<file path="config.mk">
export PLATFORM = sky130hd
export DESIGN_NAME = alu_cmd_sequencer
export DESIGN_NICKNAME = d
export VERILOG_FILES = /design/src/rtl/alu_cmd_sequencer.sv
export SDC_FILE = /design/constraint.sdc
export NUM_CORES = 1
export LEC_CHECK = 0
export BUFFER_PORTS_ARGS = -buffer_cell sky130_fd_sc_hd__buf_4
export CORE_MARGIN = 5
export CORE_UTILIZATION = 50
export CTS_CLUSTER_DIAMETER = 200
export DETAILED_ROUTE_END_ITERATION = 6
export PLACE_DENSITY = 0.91
export SLEW_MARGIN = 20
export SYNTH_ARGS = -nofsm -noshare
export SYNTH_HDL_FRONTEND = slang
export SYNTH_SLANG_ARGS = --single-unit
export TNS_END_PERCENT = 30
</file>
<file path="constraint.sdc">
create_clock -name clock -period 2.7 [get_ports clock]
set_clock_uncertainty 0.2 [all_clocks]
set_input_delay 0.27 -clock clock [delete_from_list [all_inputs] [get_ports clock]]
set_output_delay 0.27 -clock clock [all_outputs]
set_load 0.05 [all_outputs]
</file>
<file path="src/rtl/alu_cmd_sequencer.sv">
// alu_cmd_sequencer: drives the ALU's button/wren/dataIn command port from
// a valid/ready request stream. Each accepted command becomes one timed,
// active-low button press. wren and dataIn stay stable for the whole press.
// A read samples RESULT and the flags after the press and returns them on a
// response handshake.
// Optional macro ALU_SEQ_RETRY_EN: a blocked command (write while the ALU
// FIFO is full, or read while it is empty) parks in WAIT until it can run.
// Without the macro, such a command is rejected with a one-cycle cmd_err.
module alu_cmd_sequencer #(
    parameter int HOLD_CYCLES   = 4,
    parameter int GAP_CYCLES    = 4,
    parameter int SETTLE_CYCLES = 2,
    parameter int DATA_W        = 15,
    parameter int RES_W         = 6
) (
    input  logic              clock,
    input  logic              reset,
    // Handshakes: a command transfers on a clock edge where cmd_valid and
    // cmd_ready are both high. A response transfers on an edge where
    // rsp_valid and rsp_ready are both high. The producer holds valid and
    // its payload stable until the transfer. cmd_ready never depends on
    // cmd_valid.
    input  logic              cmd_valid,
    output logic              cmd_ready,
    input  logic              cmd_write,
    input  logic [DATA_W-1:0] cmd_data,
    output logic              alu_wren,
    output logic              alu_button,
    output logic [DATA_W-1:0] alu_data,
    input  logic              alu_full,
    input  logic              alu_empty,
    input  logic [RES_W-1:0]  alu_result,
    input  logic              alu_neg_result,
    input  logic              alu_overflow,
    output logic              rsp_valid,
    input  logic              rsp_ready,
    output logic [RES_W-1:0]  rsp_result,
    output logic              rsp_neg,
    output logic              rsp_ovf,
    output logic              cmd_err,
    output logic              busy,
    output logic [2:0]        dbg_state
);

    typedef enum logic [2:0] {
        S_IDLE    = 3'd0,
        S_SETUP   = 3'd1,
        S_PRESS   = 3'd2,
        S_RELEASE = 3'd3,
        S_SETTLE  = 3'd4,
`ifdef ALU_SEQ_RETRY_EN
        S_RESP    = 3'd5,
        S_WAIT    = 3'd6
`else
        S_RESP    = 3'd5
`endif
    } state_t;

    // Each phase counter loads (length - 1) on entry, and the phase ends on
    // the edge where the counter reads zero.
    localparam logic [7:0] GAP_LOAD    = 8'(GAP_CYCLES - 1);
    localparam logic [7:0] HOLD_LOAD   = 8'(HOLD_CYCLES - 1);
    localparam logic [7:0] SETTLE_LOAD = 8'(SETTLE_CYCLES - 1);

    state_t              state_q, state_d;
    logic [7:0]          cnt_q, cnt_d;
    logic                button_q, button_d;
    logic                wren_q, wren_d;
    logic [DATA_W-1:0]   data_q, data_d;
    logic                rsp_valid_q, rsp_valid_d;
    logic [RES_W-1:0]    rsp_result_q, rsp_result_d;
    logic                rsp_neg_q, rsp_neg_d;
    logic                rsp_ovf_q, rsp_ovf_d;
    logic                cmd_err_q, cmd_err_d;
    logic                blocked;

    // The command is blocked when the ALU FIFO cannot take or give the item.
    assign blocked = cmd_write ? alu_full : alu_empty;

    // Next-state and registered-output logic for the press schedule.
    always_comb begin
        state_d      = state_q;
        cnt_d        = cnt_q;
        button_d     = button_q;
        wren_d       = wren_q;
        data_d       = data_q;
        rsp_valid_d  = rsp_valid_q;
        rsp_result_d = rsp_result_q;
        rsp_neg_d    = rsp_neg_q;
        rsp_ovf_d    = rsp_ovf_q;
        cmd_err_d    = 1'b0;
        case (state_q)
            S_IDLE: begin
                // Reset has priority in the register block, so cmd_ready
                // reduces to the IDLE state here.
                if (cmd_valid) begin
                    if (blocked) begin
`ifdef ALU_SEQ_RETRY_EN
                        wren_d  = cmd_write;
                        if (cmd_write) data_d = cmd_data;
                        state_d = S_WAIT;
`else
                        cmd_err_d = 1'b1;
`endif
                    end else begin
                        wren_d  = cmd_write;
                        if (cmd_write) data_d = cmd_data;
                        state_d = S_SETUP;
                        cnt_d   = GAP_LOAD;
                    end
                end
            end
`ifdef ALU_SEQ_RETRY_EN
            S_WAIT: begin
                if (!(wren_q ? alu_full : alu_empty)) begin
                    state_d = S_SETUP;
                    cnt_d   = GAP_LOAD;
                end
            end
`endif
            S_SETUP: begin
                if (cnt_q == 8'd0) begin
                    state_d  = S_PRESS;
                    cnt_d    = HOLD_LOAD;
                    button_d = 1'b0;
                end else begin
                    cnt_d = cnt_q - 8'd1;
                end
            end
            S_PRESS: begin
                if (cnt_q == 8'd0) begin
                    state_d  = S_RELEASE;
                    cnt_d    = GAP_LOAD;
                    button_d = 1'b1;
                end else begin
                    cnt_d = cnt_q - 8'd1;
                end
            end
            S_RELEASE: begin
                if (cnt_q == 8'd0) begin
                    state_d = S_SETTLE;
                    cnt_d   = SETTLE_LOAD;
                end else begin
                    cnt_d = cnt_q - 8'd1;
                end
            end
            S_SETTLE: begin
                if (cnt_q == 8'd0) begin
                    cnt_d = 8'd0;
                    if (wren_q) begin
                        state_d = S_IDLE;
                    end else begin
                        rsp_result_d = alu_result;
                        rsp_neg_d    = alu_neg_result;
                        rsp_ovf_d    = alu_overflow;
                        rsp_valid_d  = 1'b1;
                        state_d      = S_RESP;
                    end
                end else begin
                    cnt_d = cnt_q - 8'd1;
                end
            end
            S_RESP: begin
                if (rsp_ready) begin
                    rsp_valid_d = 1'b0;
                    state_d     = S_IDLE;
                end
            end
            default: begin
                state_d  = S_IDLE;
                cnt_d    = 8'd0;
                button_d = 1'b1;
            end
        endcase
    end

    // State and output registers with synchronous reset.
    always_ff @(posedge clock) begin
        if (reset) begin
            state_q      <= S_IDLE;
            cnt_q        <= 8'd0;
            button_q     <= 1'b1;
            wren_q       <= 1'b0;
            data_q       <= '0;
            rsp_valid_q  <= 1'b0;
            rsp_result_q <= '0;
            rsp_neg_q    <= 1'b0;
            rsp_ovf_q    <= 1'b0;
            cmd_err_q    <= 1'b0;
        end else begin
            state_q      <= state_d;
            cnt_q        <= cnt_d;
            button_q     <= button_d;
            wren_q       <= wren_d;
            data_q       <= data_d;
            rsp_valid_q  <= rsp_valid_d;
            rsp_result_q <= rsp_result_d;
            rsp_neg_q    <= rsp_neg_d;
            rsp_ovf_q    <= rsp_ovf_d;
            cmd_err_q    <= cmd_err_d;
        end
    end

    assign cmd_ready  = (state_q == S_IDLE) && !reset;
    assign busy       = (state_q != S_IDLE);
    assign dbg_state  = state_q;
    assign alu_button = button_q;
    assign alu_wren   = wren_q;
    assign alu_data   = data_q;
    assign rsp_valid  = rsp_valid_q;
    assign rsp_result = rsp_result_q;
    assign rsp_neg    = rsp_neg_q;
    assign rsp_ovf    = rsp_ovf_q;
    assign cmd_err    = cmd_err_q;

endmodule

</file>
==> results.toml, run 1 <==
[status]
status = "complete, no violations"

[final_layout]
diodes = 0
fin_util_pct = 66.1
instances_no_fill = 301
area_delta_synth_final_pct = 29.7
stdcell_area_um2 = 2380
final_cell_mix = "64 x buf_4, 38 x dfxtp_1, 29 x nor2_1, 24 x mux2i_1, 12 x a21oi_1"
fin_nets = 284
layout_commonest_cell = "buf_4"
drive_gt1_share_pct = 33.2

[power_and_ir_drop]
p_sw_share_pct = 46.1
p_leak_uw = 0.00115
comb_power_share_pct = 52.5
clockPowerShare_pct = 17.1
powerDensity_nw_per_um2 = 1170
ir_drop_mv = 0.852
power.internal_uw = 1500
power.share.sequential_pct = 30.4
p_switching_uw = 1280

[detailed_routing]
vias_per_cell = 5.77
vias = 1738
drtIter0Drc = 100
avgRoutedWirePerCell_um = 15.8
drt_first_pass_iters = 5
drtAntennaViolNets = 0
drt_wl_total_um = 4750
post-route-drc-count = 0

[floorplanning]
num_rows = 22
die_x_um = 70.6
io_pins = 62
start_util_pct = 51.0
core_um2 = 3610
die_y_um = 70.6
die_area_um2 = 4990

[cts]
cts-resized-gates = 0
htreeDepth = 2
clk_pin_slew_ps = 80
worstSkewPairLatency_ps = 290
numClockSinks = 38
post_cts_buffers = 0
cts_made_buffers = 5
postCtsHoldBufs = 0
cts_buffer_depth = 2
cts_tree = "yes"
cts_root_buf = "clkbuf_8"

[global_routing]
grt_overflow = 0
grt_pass1_wl_um = 7820
grt_max_degree = 36
antenna_found_initial = 0
grt_pass1_vias = 1752
grt_use_total_pct = 19.5

[placed_design]
place_area_um2 = 2280
gp_congestion = 0.851
io_buffers = 61
dp_cells = 293
hpwl_um = 3520

[worst_setup_path]
crit_family = "simple AND/OR/NAND/NOR gates"
cp_slowest_cell = "dfxtp_1"
ff2ff_setup_slack_ps = 350
cp_max_fo = 16
path_buf_inv = 0
arrival_ps = 2320
worst_ep_required_time_ps = 2670
slowest_delay_ps = 670
crit_type = "flop to flop"
cp-end-kind = "flop"
startpoint_type = "flop"
cp_cell_sequence = "nor4b_1 -> nand3_2 -> mux2i_1 -> nor2_1"

[sta]
period_needed_ps = 2350
max_slew_margin_pct = 57.9
tns_ps = 0
worst_pin_slew_ps = 623
final-setup-viol-count = 0
slew_violations = 0
period_share_pct = 86.9
rsz0062_at_grt = "false"
max_freq_mhz = 426
worst_hold_slack_ps = 7.26
hold_viol_final = 0

[yosys]
syn_area_per_cell_um2 = 9.62
synth_flop_cell = "dfxtp_1"
syn_area_um2 = 1840
synth_cell_types = 47
synth_edf_count = 0
syn_nets = 223
yosysWarnings = 0
ys_ff_latch = 38
synth_async_sr_flop_share_pct = 0
seq_area_frac_synth_pct = 41.4
netlist_instances = 191

[worst_hold_path]
hp-class = "input port to flop"

[job]
cap_violations = 0
cell usage after synthesis (2+ instances only):
master,count,area (um^2)
nand3_1,5,25.0
nor3_1,7,35.0
a31oi_1,3,18.8
a311oi_1,2,17.5
inv_1,6,22.5
dfxtp_1,38,761
nor4b_1,2,17.5
a21oi_1,12,60.1
clkbuf_1,3,11.3
xor2_1,2,17.5
o41ai_1,2,17.5
nand3b_1,2,15.0
or3_2,2,15.0
or4_4,2,22.5
a211oi_1,3,22.5
nor2_1,29,109
clkbuf_8,4,55.1
o21ai_0,8,40.0
nand2_1,7,26.3
mux2i_1,24,240
ha_1,2,25.0
flip-flops by register name (all words and copies together) (netlist names):
signal,flops
rsp_valid,1
cmd_err,1
rsp_neg,1
alu_button,1
rsp_ovf,1
rsp_result,6
alu_wren,1
alu_data,15
cnt_q,8
dbg_state,3
cell type report:
cell class / count / area (um^2)
well taps: 48 / 60.1
clock buffers: 5 / 68.8
flip-flops and latches: 38 / 761
inverters: 6 / 22.5
multi-input cells: 137 / 952
fillers: 292 / 1220
repair buffers: 64 / 480
clock inverters: 3 / 40.0
power by group through the flow:
| stage | clock network (uW) | logic, uW | registers (uW) |
|---|---|---|---|
| after CTS | 481 | 1450 | 842 |
| after detailed placement | 0 | 1440 | 853 |
| after floorplan | 0 | 928 | 1010 |
| final | 476 | 1460 | 848 |
| after global placement | 0 | 1410 | 849 |
| after global routing | 510 | 1570 | 874 |
logic make-up (layout without fill, tap and decap cells):
group	after synthesis	after routing	synth area share, %
and+or+nand+nor	68	68	20.8
adders and majority gates	2	2	1.36
muxes	25	25	14.3
xor gates and xnor gates	2	2	0.953
buffers and inverters	16	78	6.81
DFF	38	38	41.4
AOI/OAI and AO/OA	40	40	14.4
worst paths after layout:
path / start / endpoint / depth (start not counted)
worst max-delay path: dbg_state[2] / rsp_result[4] / 4
worst min register to register: rsp_result[3] / rsp_result[3] / 2
worst max register to register: dbg_state[2] / rsp_result[4] / 4
worst min-delay path: alu_result[3] / rsp_result[3] / 3
per-stage QoR:
stage / setup WS, ps / total power [uW]
floorplan: 174 / 1930
global placement: 472 / 2260
detailed placement: 423 / 2290
CTS: 391 / 2770
global route: 159 / 2950
finish: 355 / 2780
routing by layer:
metal | part of all wire (%) | track usage, %
met1 | 40 | 21.1
met2 | 48 | 33.5
met3 | 11 | 7.24
met4 | 1.5 | 9.81
met5 | 0 | 0
worst min-delay path, stage by stage:
cell and delay (ps):
buf_4 70, mux2i_1 50, nor2_1 70
(Power assumes the default switching activity.)
==> inputs of run 2 (changes only) <==
- RECOVER_POWER: default -> 25
==> results.toml, run 2 (synthesized netlist as in run 1, its figures left out) <==
[worst_setup_path]
worstReg2RegStart = "dbg_state[2]"
reg2reg_to = "rsp_result[4]"
cp-end-kind = "flop"
worst_ep_required_time_ps = 2670
arrival_ps = 2310
ff2ff_setup_slack_ps = 360
slowest_delay_ps = 670
cp_max_fo = 16
reg2reg_depth = 4
cp_cell_sequence = "nor4b_1 -> nand3_2 -> mux2i_1 -> nor2_1"
crit_type = "flop to flop"
startpoint_type = "flop"
cp_slowest_cell = "dfxtp_1"

[final_layout]
fin_util_pct = 64.4
stdcell_area_um2 = 2320
largest_reg_flops = 15
final_cell_mix = "47 x buf_4, 38 x dfxtp_1, 29 x nor2_1, 24 x mux2i_1, 17 x clkbuf_1"
area_delta_synth_final_pct = 26.3
diodes = 0
fin_nets = 284
layout_commonest_cell = "buf_4"
drive_gt1_share_pct = 26.5

[floorplanning]
die_x_um = 70.6
die_area_um2 = 4990
core_um2 = 3610
die_y_um = 70.6
num_rows = 22
start_util_pct = 51.0
io_pins = 62

[cts]
postCtsHoldBufs = 0
cts_buffer_depth = 2
cts_root_buf = "clkbuf_8"
htreeDepth = 2
worstSkewPairLatency_ps = 290
cts-resized-gates = 0
post_cts_buffers = 0
cts_tree = "yes"
numClockSinks = 38
cts_made_buffers = 5
clk_pin_slew_ps = 80

[power_and_ir_drop]
powerDensity_nw_per_um2 = 1190
ir_drop_mv = 0.840
p_leak_uw = 0.00108

[global_routing]
grt_overflow = 0
grt_pass1_wl_um = 7820
grt_max_degree = 36
grt_use_total_pct = 19.5
antenna_found_initial = 0
grt_pass1_vias = 1752

[sta]
final-setup-viol-count = 0
period_share_pct = 86.7
hold_viol_final = 0
slew_violations = 0
rsz0062_at_grt = "false"
max_slew_margin_pct = 59.1
period_needed_ps = 2340
worst_hold_slack_ps = 9.74
worst_pin_slew_ps = 605
tns_ps = 0
max_freq_mhz = 427

[placed_design]
gp_congestion = 0.851
place_area_um2 = 2280
io_buffers = 61
hpwl_um = 3520

[detailed_routing]
drtAntennaViolNets = 0
post-route-drc-count = 0
avgRoutedWirePerCell_um = 15.5
vias_per_cell = 5.81
routed.top_layer = "met4"
drt_first_pass_iters = 5
vias = 1748
routed-wl-met2_um = 2240
wl_met1_um = 1800
dr_wl_met3_um = 527
drt_wl_total_um = 4670
drtIter0Drc = 108

[worst_hold_path]
holdPathStages = 3
hp-class = "input port to flop"
hold_path_startpoint = "alu_result[3]"
min_to = "rsp_result[3]"

[job]
cap_violations = 0

[status]
status = "complete, no violations"
==> run 2: cell type report <==
type	count	area (um^2)
inverters	6	22.5
well taps	48	60.1
repair buffers	64	417
clock buffers	5	68.8
clock inverters	3	40.0
flip-flops and latches	38	761
multi-input cells	137	952
fillers	312	1280
==> run 2: metrics by stage <==
step / total power (uW) / cells / setup slack [ps]
2_1_floorplan: 1930 / 191 / 174
3_3_place_gp: 2260 / 293 / 472
3_5_place_dp: 2290 / 293 / 423
4_1_cts: 2770 / 301 / 391
5_1_grt: 2930 / 301 / 159
6_report: 2760 / 301 / 358
==> run 2: how the worst max path moves through the flow <==
stage                       startpoint             to  slack (ps)
after global placement    dbg_state[2]  rsp_result[3]         470
after global routing      dbg_state[2]  rsp_result[4]         160
after detailed placement  dbg_state[2]  rsp_result[4]         420
final                     dbg_state[2]  rsp_result[4]         360
after CTS                 dbg_state[2]  rsp_result[4]         390
after floorplan           dbg_state[0]      cmd_ready         170
==> run 2: critical path, delay by kind of cell (launching register included) <==
kind / cells / cell delay, ps
and+or+nand+nor: 3 / 1040
DFF: 1 / 670
muxes: 1 / 310
==> run 2: report_power, final <==
part / internal [uW] / total [uW] / switching [uW] / leakage [uW]
combinational: 534 / 1440 / 903 / 0.000714
sequential: 674 / 847 / 173 / 0.000309
clock: 272 / 474 / 202 / 0.0000579
total: 1480 / 2760 / 1280 / 0.00108
==> run 2: per-layer routing <==
layer,vias up,global-route usage (%)
met5,-,0
met4,0,9.81
met3,12,7.24
met2,97,33.5
met1,818,21.1
li1,821,-
